### src/rtl/avg_sched_pkg.sv
// Shared types, widths and helpers for the two-channel averaging scheduler.
// Build option: AVG_ROUND_EN selects round-half-up with saturation instead of truncation.
package avg_sched_pkg;
  localparam int VAL_RES  = 16;
  localparam int LOG2_MAX = 8;
  localparam int ACC_W    = VAL_RES + LOG2_MAX;
  localparam int CNT_W    = LOG2_MAX;

  typedef enum logic [1:0] {IDLE = 2'd0, RUN = 2'd1, DRAIN = 2'd2} state_t;

  function automatic logic [3:0] clamp_log2n(input logic [3:0] v);
    return (v > 4'(LOG2_MAX)) ? 4'(LOG2_MAX) : v;
  endfunction
endpackage

### src/rtl/avg_sched_if.sv
// Config, sample-input and result handshake bundle for avg_sched.
interface avg_sched_if;
  import avg_sched_pkg::*;
  logic               cfg_en;
  logic [3:0]         cfg_log2n;
  logic [VAL_RES-1:0] ch0_val;
  logic               ch0_valid;
  logic               ch0_ready;
  logic [VAL_RES-1:0] ch1_val;
  logic               ch1_valid;
  logic               ch1_ready;
  logic [VAL_RES-1:0] avg_val;
  logic               avg_ch;
  logic               avg_valid;
  logic               avg_ready;
  logic               busy;

  modport slave (
    input  cfg_en, cfg_log2n, ch0_val, ch0_valid, ch1_val, ch1_valid, avg_ready,
    output ch0_ready, ch1_ready, avg_val, avg_ch, avg_valid, busy
  );
  modport master (
    output cfg_en, cfg_log2n, ch0_val, ch0_valid, ch1_val, ch1_valid, avg_ready,
    input  ch0_ready, ch1_ready, avg_val, avg_ch, avg_valid, busy
  );
endinterface

### src/rtl/avg_acc_lane.sv
// One channel's window accumulator and sample counter; o_cmpl flags that the next add closes the window.
// Build option: AVG_ROUND_EN rounds half-up and saturates the mean.
module avg_acc_lane
  import avg_sched_pkg::*;
(
  input  logic               clk,
  input  logic               rst,
  input  logic               i_add,
  input  logic               i_clr,
  input  logic [VAL_RES-1:0] i_val,
  input  logic [3:0]         i_n,
  output logic               o_cmpl,
  output logic [VAL_RES-1:0] o_res
);
  logic [ACC_W-1:0] r_acc;
  logic [CNT_W-1:0] r_cnt;
  logic [ACC_W-1:0] w_sum;
  logic [CNT_W-1:0] w_last;

  assign w_last = CNT_W'((1 << i_n) - 1);
  assign o_cmpl = (r_cnt == w_last);
  assign w_sum  = r_acc + ACC_W'(i_val);

`ifdef AVG_ROUND_EN
  logic [ACC_W-1:0] w_half;
  logic [ACC_W-1:0] w_rnd;
  // Sum plus half-LSB cannot exceed ACC_W bits, so only the final mean needs clamping.
  assign w_half = (i_n == 4'd0) ? '0 : (ACC_W'(1) << (i_n - 4'd1));
  assign w_rnd  = (w_sum + w_half) >> i_n;
  assign o_res  = (w_rnd > ACC_W'({VAL_RES{1'b1}})) ? '1 : w_rnd[VAL_RES-1:0];
`else
  assign o_res  = VAL_RES'(w_sum >> i_n);
`endif

  always_ff @(posedge clk or negedge rst) begin
    if (!rst) begin
      r_acc <= '0;
      r_cnt <= '0;
    end else if (i_clr) begin
      r_acc <= '0;
      r_cnt <= '0;
    end else if (i_add) begin
      if (o_cmpl) begin
        r_acc <= '0;
        r_cnt <= '0;
      end else begin
        r_acc <= w_sum;
        r_cnt <= r_cnt + 1'b1;
      end
    end
  end
endmodule

### src/rtl/avg_sched.sv
// Two-channel averaging scheduler: round-robin arbiter over two lanes feeding one result register.
// Build option: AVG_ROUND_EN (rounded/saturated mean) is handled inside avg_acc_lane.
module avg_sched
  import avg_sched_pkg::*;
(
  input  logic        clk,
  input  logic        rst,
  avg_sched_if.slave  bus
);
  state_t                   r_state, w_state_nx;
  logic [3:0]               r_n;
  logic                     r_rr;
  logic                     r_avg_valid;
  logic                     r_avg_ch;
  logic [VAL_RES-1:0]       r_avg_val;

  logic [1:0]               w_valid, w_cmpl, w_stall, w_elig, w_grant;
  logic [1:0][VAL_RES-1:0]  w_val, w_res;
  logic                     w_run, w_take, w_done, w_gch;

  assign w_valid = {bus.ch1_valid, bus.ch0_valid};
  assign w_val   = {bus.ch1_val, bus.ch0_val};
  assign w_run   = (r_state == RUN);
  assign w_take  = r_avg_valid & bus.avg_ready;
  // A lane may only close its window if the result register is free or being emptied now.
  assign w_stall = w_cmpl & {2{r_avg_valid & ~bus.avg_ready}};
  assign w_elig  = w_valid & ~w_stall & {2{w_run}};

  always_comb begin
    w_grant = w_elig;
    if (w_elig == 2'b11) w_grant = r_rr ? 2'b01 : 2'b10;
  end

  assign w_gch  = w_grant[1];
  assign w_done = |(w_grant & w_cmpl);

  for (genvar c = 0; c < 2; c++) begin : g_lane
    avg_acc_lane u_lane (
      .clk    (clk),
      .rst    (rst),
      .i_add  (w_grant[c]),
      .i_clr  (~w_run),
      .i_val  (w_val[c]),
      .i_n    (r_n),
      .o_cmpl (w_cmpl[c]),
      .o_res  (w_res[c])
    );
  end

  always_comb begin
    w_state_nx = r_state;
    unique case (r_state)
      IDLE:    if (bus.cfg_en)                w_state_nx = RUN;
      RUN:     if (!bus.cfg_en)               w_state_nx = DRAIN;
      DRAIN:   if (!r_avg_valid || w_take)    w_state_nx = IDLE;
      default:                                w_state_nx = IDLE;
    endcase
  end

  always_ff @(posedge clk or negedge rst) begin
    if (!rst) begin
      r_state     <= IDLE;
      r_n         <= '0;
      r_rr        <= 1'b0;
      r_avg_valid <= 1'b0;
      r_avg_ch    <= 1'b0;
      r_avg_val   <= '0;
    end else begin
      r_state <= w_state_nx;
      if (r_state == IDLE && bus.cfg_en) r_n <= clamp_log2n(bus.cfg_log2n);
      if (|w_grant) r_rr <= w_gch;
      if (w_done) begin
        r_avg_valid <= 1'b1;
        r_avg_val   <= w_res[w_gch];
        r_avg_ch    <= w_gch;
      end else if (w_take) begin
        r_avg_valid <= 1'b0;
      end
    end
  end

  assign bus.ch0_ready = w_grant[0];
  assign bus.ch1_ready = w_grant[1];
  assign bus.avg_valid = r_avg_valid;
  assign bus.avg_val   = r_avg_val;
  assign bus.avg_ch    = r_avg_ch;
  assign bus.busy      = (r_state != IDLE);
endmodule

### src/flat_wrapper.sv
// flat-port wrapper written by rule: the top's interface ports become plain ports
module avg_sched_flat import avg_sched_pkg::*;
  (clk, rst, bus_cfg_en, bus_cfg_log2n, bus_ch0_val, bus_ch0_valid, bus_ch1_val, bus_ch1_valid, bus_avg_ready, bus_ch0_ready, bus_ch1_ready, bus_avg_val, bus_avg_ch, bus_avg_valid, bus_busy);
  avg_sched_if bus_i ();
  input  logic clk;
  input  logic rst;
  input wire logic [$bits(bus_i.cfg_en)-1:0] bus_cfg_en;
  input wire logic [$bits(bus_i.cfg_log2n)-1:0] bus_cfg_log2n;
  input wire logic [$bits(bus_i.ch0_val)-1:0] bus_ch0_val;
  input wire logic [$bits(bus_i.ch0_valid)-1:0] bus_ch0_valid;
  input wire logic [$bits(bus_i.ch1_val)-1:0] bus_ch1_val;
  input wire logic [$bits(bus_i.ch1_valid)-1:0] bus_ch1_valid;
  input wire logic [$bits(bus_i.avg_ready)-1:0] bus_avg_ready;
  output wire logic [$bits(bus_i.ch0_ready)-1:0] bus_ch0_ready;
  output wire logic [$bits(bus_i.ch1_ready)-1:0] bus_ch1_ready;
  output wire logic [$bits(bus_i.avg_val)-1:0] bus_avg_val;
  output wire logic [$bits(bus_i.avg_ch)-1:0] bus_avg_ch;
  output wire logic [$bits(bus_i.avg_valid)-1:0] bus_avg_valid;
  output wire logic [$bits(bus_i.busy)-1:0] bus_busy;
  assign bus_i.cfg_en = bus_cfg_en;
  assign bus_i.cfg_log2n = bus_cfg_log2n;
  assign bus_i.ch0_val = bus_ch0_val;
  assign bus_i.ch0_valid = bus_ch0_valid;
  assign bus_i.ch1_val = bus_ch1_val;
  assign bus_i.ch1_valid = bus_ch1_valid;
  assign bus_i.avg_ready = bus_avg_ready;
  assign bus_ch0_ready = bus_i.ch0_ready;
  assign bus_ch1_ready = bus_i.ch1_ready;
  assign bus_avg_val = bus_i.avg_val;
  assign bus_avg_ch = bus_i.avg_ch;
  assign bus_avg_valid = bus_i.avg_valid;
  assign bus_busy = bus_i.busy;
  avg_sched u_core (.clk(clk), .rst(rst), .bus(bus_i));
endmodule
### config.mk
export PLATFORM = sky130hd
export DESIGN_NAME = avg_sched_flat
export DESIGN_NICKNAME = d
export VERILOG_FILES = /design/src/rtl/avg_sched_pkg.sv /design/src/rtl/avg_sched_if.sv /design/src/rtl/avg_acc_lane.sv /design/src/rtl/avg_sched.sv /design/src/flat_wrapper.sv
export SDC_FILE = /design/constraint.sdc
export NUM_CORES = 1
export LEC_CHECK = 0
export ABC_AREA = 0
export CAP_MARGIN = 20
export CELL_PAD_IN_SITES_DETAIL_PLACEMENT = 1
export CELL_PAD_IN_SITES_GLOBAL_PLACEMENT = 2
export CORE_UTILIZATION = 37
export DETAILED_ROUTE_END_ITERATION = 16
export PLACE_DENSITY = 0.88
export SLEW_MARGIN = 20
export SYNTH_ARGS = -nofsm -noshare
export SYNTH_HDL_FRONTEND = slang
export SYNTH_SLANG_ARGS = --single-unit
### constraint.sdc
create_clock -name clk -period 5.9 [get_ports clk]
set_input_delay 0.59 -clock clk [delete_from_list [all_inputs] [get_ports clk]]
set_output_delay 0.59 -clock clk [all_outputs]
set_load 0.02 [all_outputs]
Yosys cells after proc, flatten, opt, wreduce, memory -nomap -nowiden
Index checks and enable logic that the tools add are counted.
{"block": "totals", "register_bits": 89, "latchBits": 0, "mem_bits_rw": 0, "mem_bits_ro": 0, "elab_cells": 70, "memories": 0}
{"block": "op_classes", "add_sub_neg": 5, "n_mul": 0, "div": 0, "n_lt_le_gt_ge": 2, "eq_ne": 10, "n_shift": 3, "mux": 23, "n_bitwise": 8, "n_reduce_logical": 9}
{"cell": "$mux 24", "n": 6}
{"cell": "$add 24x16->24", "n": 2}
{"cell": "$mux 8", "n": 6}
{"cell": "$shr 24x4->16", "n": 2}
{"cell": "$mux 16", "n": 2}
{"cell": "$add 8x1->8 const B", "n": 2}
{"cell": "$eq 8x8->1", "n": 2}
{"cell": "$mux 2", "n": 5}
{"cell": "$and 2x2->2", "n": 4}
{"cell": "$shl 1x4->8 const A", "n": 1}
{"cell": "$sub 8x2->8 const B", "n": 1}
{"cell": "$ne 2x1->1 const B", "n": 3}
{"cell": "$pmux 2 s3", "n": 1}
{"cell": "$eq 2x2->1 const B", "n": 2}
{"cell": "$gt 4x4->1 const B", "n": 1}
{"cell": "$mux 4", "n": 1}
{"cell": "$ne 2x2->1 const B", "n": 2}
{"cell": "$reduce_bool 2->1", "n": 2}
{"cell": "$reduce_or 2->1", "n": 2}
{"cell": "$reduce_and 3->1", "n": 1}
{"cell": "$and 1x1->1", "n": 2}
{"cell": "$eq 2x1->1 const B", "n": 1}
{"cell": "$logic_not 2->1", "n": 1}
{"cell": "$lt 1x2->1 const B", "n": 1}
{"cell": "other kinds (6)", "n": 7}

Logic depth before layout (Yosys ltp)
{"block": "logic_depth", "ltp_word": 12, "ltp_mapped": 19, "ltp_nobuf": 15}

Modules after synthesis
A second synthesis with hierarchy kept.
{"block": "unflattened", "hier_cells": 1058, "hier_area_um2": 8658.3}
{"mod": "avg_acc_lane at u_core.g_lane[0].u_lane", "instances": 1, "cells_each": 450, "area_each_um2": 3676.0, "seq_area_each_um2": 800.8}
{"mod": "avg_acc_lane at u_core.g_lane[1].u_lane", "instances": 1, "cells_each": 469, "area_each_um2": 3628.5, "seq_area_each_um2": 800.8}
{"mod": "avg_sched", "instances": 1, "cells_each": 139, "area_each_um2": 1353.8, "seq_area_each_um2": 625.6}

Least setup slack after synthesis
OpenSTA, ideal clock, no wires.
{"block": "synth_path", "kind": "register to register", "start": "register u_core.r_n[0]", "end": "register u_core.r_avg_val[9] (netlist: u_core.bus.avg_val[9])", "setup_ns": 0.126, "arrival_ns": 4.348, "path_slack_ns": 1.426, "path_stages_with_launch": 19, "path_buffers": 3, "period_less_slack_ns": 4.474, "path_cell_list": "dfrtp_1 buf_6 clkinv_1 nor2_1 nand2_1 ha_1 buf_1 xor2_1 xnor2_1 nand4b_1 a2111oi_4 a211oi_2 or3_1 buf_6 inv_2 mux4_2 a222oi_1 a221oi_1 a221o_1"}
{"block": "synth_between", "elab_chain_cells": 11}
{"element": "start, declared", "line_no": "avg_sched.sv:11", "rtl": "logic [3:0] r_n;"}
{"element": "start signal, assigned", "line_no": "avg_sched.sv:70", "rtl": "if (r_state == IDLE && bus.cfg_en) r_n <= clamp_log2n(bus.cfg_log2n);"}
{"element": "$shl 1x4->8 (*)", "line_no": "avg_acc_lane.sv:20", "rtl": "assign w_last = CNT_W'((1 << i_n) - 1);"}
{"element": "$sub 8x2->8 (*)", "line_no": "avg_acc_lane.sv:20"}
{"element": "$eq 8x8->1", "line_no": "avg_acc_lane.sv:21", "rtl": "assign o_cmpl = (r_cnt == w_last);"}
{"element": "$and 2x2->2 (*)", "line_no": "avg_sched.sv:26", "rtl": "assign w_stall = w_cmpl & {2{r_avg_valid & ~bus.avg_ready}};"}
{"element": "$not 2->2 (*)", "line_no": "avg_sched.sv:27", "rtl": "assign w_elig = w_valid & ~w_stall & {2{w_run}};"}
{"element": "$and 2x2->2 (*) (2 in series)", "line_no": "avg_sched.sv:27"}
{"element": "$eq 2x2->1", "line_no": "avg_sched.sv:31", "rtl": "if (w_elig == 2'b11) w_grant = r_rr ? 2'b01 : 2'b10;"}
{"element": "$mux 2 (*)", "line_no": "avg_sched.sv:31"}
{"element": "via bus_ch1_ready", "line_no": "flat_wrapper.sv:15", "rtl": "output wire logic [$bits(bus_i.ch1_ready)-1:0] bus_ch1_ready;"}
{"element": "$mux 16 (not written as such) or $and 2x2->2 (tied branches)", "line_no": "avg_sched.sv:74, avg_sched.sv:35"}
{"element": "$mux 16 (not written as such) or $reduce_or 2->1 (tied branches)", "line_no": "avg_sched.sv:74, avg_sched.sv:35"}
{"element": "end signal, assigned", "line_no": "avg_sched.sv:74", "rtl": "r_avg_val <= w_res[w_gch];"}
{"element": "end, declared", "line_no": "avg_sched.sv:15", "rtl": "logic [VAL_RES-1:0] r_avg_val;"}
The timed path passes the listed nets; every way through them passes the cells marked *. The select of a mux whose other input is x is not followed.
A chain may end at the register's enable or synchronous reset.

Worst setup path in the final report
{"block": "layout_path", "start": "register u_core.r_n[0]", "end": "register u_core.r_avg_val[10] (netlist: u_core.bus.avg_val[10])"}
{"block": "layout_between", "elab_chain_cells": 11}
{"element": "$shl 1x4->8", "line_no": "avg_acc_lane.sv:20"}
{"element": "$sub 8x2->8", "line_no": "avg_acc_lane.sv:20"}
{"element": "$eq 8x8->1", "line_no": "avg_acc_lane.sv:21"}
{"element": "$and 2x2->2", "line_no": "avg_sched.sv:26"}
{"element": "$not 2->2", "line_no": "avg_sched.sv:27"}
{"element": "$and 2x2->2 (2 in series)", "line_no": "avg_sched.sv:27"}
{"element": "$eq 2x2->1", "line_no": "avg_sched.sv:31"}
{"element": "$mux 2", "line_no": "avg_sched.sv:31"}
{"element": "$mux 16 (not written as such) or $and 2x2->2 (tied branches)", "line_no": "avg_sched.sv:74, avg_sched.sv:35"}
{"element": "$mux 16 (not written as such) or $reduce_or 2->1 (tied branches)", "line_no": "avg_sched.sv:74, avg_sched.sv:35"}
Parallel ways exist; a longest one is shown, timed or not. The select of a mux whose other input is x is not followed.

==> metrics.cfg <==
[synth]
avgSynthCellArea_um2 = 8.73
synthTopCellsByArea = dfrtp_1 29%, mux4_2 7.2%, ha_1 5.6%
synth_top_family_by_area = compound AO/OA/AOI/OAI gates
ys_ff_latch = 89
synth_fa_ha_area_frac = 0.0614
syn_nets = 971
synth_cell_types = 82
yosysTopAreaCellShare = 0.286
yosysSeqAreaShare = 0.286
ys_warn_count = 0
synth-edff-count = 0
synth_compound_area_frac = 0.247
synthSimpleGateAreaFrac = 0.178
synth-xor-area-share = 0.0641
async_flop_share = 1.00
synth_top_area_cell = dfrtp_1
synth_area_um2 = 7780
netlist_instances = 892
synth_mux_area_frac = 0.122
synth-main-ff-cell = dfrtp_1

[detailed_routing]
routed_wl_um = 25800
drt_iter0_markers = 415
wl_per_cell_um = 21.4
drt-vias-per-instance = 6.04
postRouteAntennaNets = 0
first_pass_iters = 4
routed-via-count = 7266
drc = 0

[power_and_ir_drop]
switching_share = 0.395
p_comb_frac = 0.424
ir_drop_uv = 112
switchingPower_mw = 0.915
p_clk_frac = 0.267
power_density_nw_per_um2 = 260
p_total_mw = 2.32
power_leakage_nw = 3.82
pwr-share-seq = 0.309
power.internal_mw = 1.40

[clocking]
htreeDepth = 3
clock_latency_ns = 0.36
ctsResizeCount = 0
root_buffer = clkbuf_16
clock_sinks = 89
clock_tree.buffer_depth = 2
path_clk_slew_ns = 0.07
cts_tree = built
postCtsHoldBufs = 0
cts_setup_buffers = 0
numCtsBuffers = 9

[sta]
relSlewSlack = 0.396
worst_hold_slack_ns = 0.196
fin_skew_ns = 0.0101
fmax_mhz = 207
rsz0062_at_grt = no
timing.final.crit_share = 0.821
worstMarginPinSlew_ns = 0.894
final.min_clock_period_ns = 4.84
finalHoldViolCount = 0
setup_tns_ns = 0
setup_viol = 0
slew_viol_final = 0

[worst_setup_path]
reg2reg_from = u_core.r_n[0]
cp-start-kind = register
reg2reg_slack_ns = 1.06
timing.rr.end = u_core.bus.avg_val[10]
cp.arrival_ns = 5.10
critPathMaxFanout = 42
cp-end-kind = register
worstSetupPathType = reg -> reg
r2r_cells = 14
crit_required_ns = 6.16

[placed_design]
place.detailed.hpwl_um = 19200
io_buffers = 62
dp.cells = 1188
routabilityCongestion = 0.936

[flow_run]
drv_cap = 0

[global_route]
grt_max_degree = 55
grt_usage = 0.248
antenna_found_initial = 0
grt_pass1_wl_um = 41700
grt_pass1_vias = 7369
grt-ovfl-total = 0

[cells_and_area]
instances_no_fill = 1203
drive_gt1_frac = 0.0943
areaGrowthSynthToFinish_pct = 14.5
nets = 1008
diodes = 0

[floorplanning]
core_um2 = 20400
die_y_um = 147
ioPinCount = 63
die_w_um = 147
row_count = 52
start_util = 0.381
die_area_um2 = 21600

[run_status]
outcome = finished, final reports clean

[min_path]
hp-class = in -> async

==> state kept, by name, indices dropped and copies added (netlist names) <==
signal and count:
u_core.r_n 4, u_core.bus.avg_ch 1, u_core.r_rr 1, u_core.g_lane.u_lane.r_acc 48, u_core.r_state 2, u_core.bus.avg_valid 1, u_core.bus.avg_val 16, u_core.g_lane.u_lane.r_cnt 16
==> metal layers <==
layer	track usage	wire length, µm
met2	0.388	11600
met1	0.357	12300
met5	0	0
met4	0.0763	499
met3	0.0283	1430
==> cell usage after synthesis, drive strengths merged, types with 3 or more instances <==
master,instances
dfrtp,89
mux2i,26
nand2,109
nand2b,9
a31oi,5
nand3,36
buf,18
o2111ai,3
a211oi,15
o211ai,9
o211a,3
o21bai,4
xor2,32
mux2,11
or3,6
ha,35
nor2,69
nor2b,4
and3,11
a22o,17
a22oi,3
a21o,17
or2,7
clkbuf,34
a2bb2oi,4
o22ai,5
a21oi,71
nor4,5
a32oi,3
o21a,3
o221ai,6
xnor2,25
nor3,18
inv,17
o31ai,13
mux4,25
nand4,4
o31a,3
nor3b,5
o41ai,4
o21ai,60
a221o,3
a2111oi,3
and2,11
==> worst max-delay path by stage <==
stage,start,to,slack [ns],cells after the start
after floorplan,u_core.r_n[0],u_core.bus.avg_val[9],1.43,18
after global placement,bus_ch1_val[0],u_core.bus.avg_val[15],1.00,13
after detailed placement,bus_ch1_val[0],u_core.bus.avg_val[15],1.03,13
after CTS,u_core.r_n[0],u_core.bus.avg_val[10],1.10,14
after global routing,u_core.r_n[0],u_core.bus.avg_val[4],0.71,14
final,u_core.r_n[0],u_core.bus.avg_val[10],1.06,14
==> worst max-delay path, stage by stage (launching register included) <==
cell and delay [ns]:
dfrtp_1 0.41, clkinv_1 0.10, nor2_1 0.25, nand2_1 0.09, ha_1 0.36, a22o_1 0.36
a221o_1 0.31, a22o_1 0.25, o41ai_4 0.41, or3_2 0.23, buf_4 0.53, mux2_1 0.38
mux4_2 0.53, a32o_1 0.24, o31ai_1 0.26
==> cell families (layout without fill, tap and decap cells) <==
family | after synthesis | in the layout
adder cells (fa/ha/maj) | 37 | 37
buffers and inverters | 70 | 111
flip-flops | 89 | 89
AND/OR/NAND/NOR | 298 | 298
multiplexers | 62 | 62
XOR/XNOR | 57 | 57
AO/OA/AOI/OAI | 279 | 279
==> cells in the final DEF (no fill, tap or decap), types with 4 or more instances in the layout <==
cell,synthesis,final
or2_2,7,7
nor3_1,17,17
a31oi_1,5,5
clkbuf_16,0,9
xor2_1,32,32
xnor2_1,25,25
mux2i_1,26,26
o221ai_1,6,6
o31ai_1,13,13
nor2_1,67,67
and3_1,11,11
nand3_1,36,36
nand2b_1,9,9
mux4_2,25,25
inv_1,16,16
nand2_1,109,109
a21oi_1,71,71
mux2_2,8,8
buf_4,1,17
nand4_1,4,4
or3_1,6,5
o211ai_1,9,9
and2_1,10,9
ha_1,35,35
dfrtp_1,89,89
o22ai_1,5,5
a2bb2oi_1,4,4
a211oi_1,13,13
a22o_1,17,17
nor3b_1,5,5
nor4_1,5,5
a21o_1,17,17
o21ai_0,56,56
o21bai_1,4,4
clkdlybuf4s50_1,0,61
==> through the flow <==
step	util	setup WS, ns	instance area (µm²)
after floorplan	-	1.43	7780
after global placement	0.421	1.00	8610
after detailed placement	0.422	1.03	8610
after CTS	0.436	1.10	8920
after global routing	0.436	0.712	8920
final	0.436	1.06	8920
==> power groups by stage <==
stage / logic [mW] / registers [mW] / clock network, mW
global placement: 0.962 / 0.725 / 0
floorplan: 0.638 / 0.738 / 0
global route: 1.07 / 0.721 / 0.650
finish: 0.983 / 0.715 / 0.619
detailed placement: 0.972 / 0.727 / 0
CTS: 0.978 / 0.715 / 0.630
==> final cells by class <==
| class | count | area, µm² |
|---|---|---|
| Inverter | 18 | 67.6 |
| Timing Repair Buffer | 78 | 738 |
| Multi-Input combinational cell | 733 | 5240 |
| Tap cell | 270 | 338 |
| Clock inverter | 5 | 65.1 |
| Fill cell | 2431 | 11500 |
| Sequential cell | 89 | 2230 |
| Clock buffer | 10 | 239 |
No activity file was read; power rests on OpenSTA's default activity.
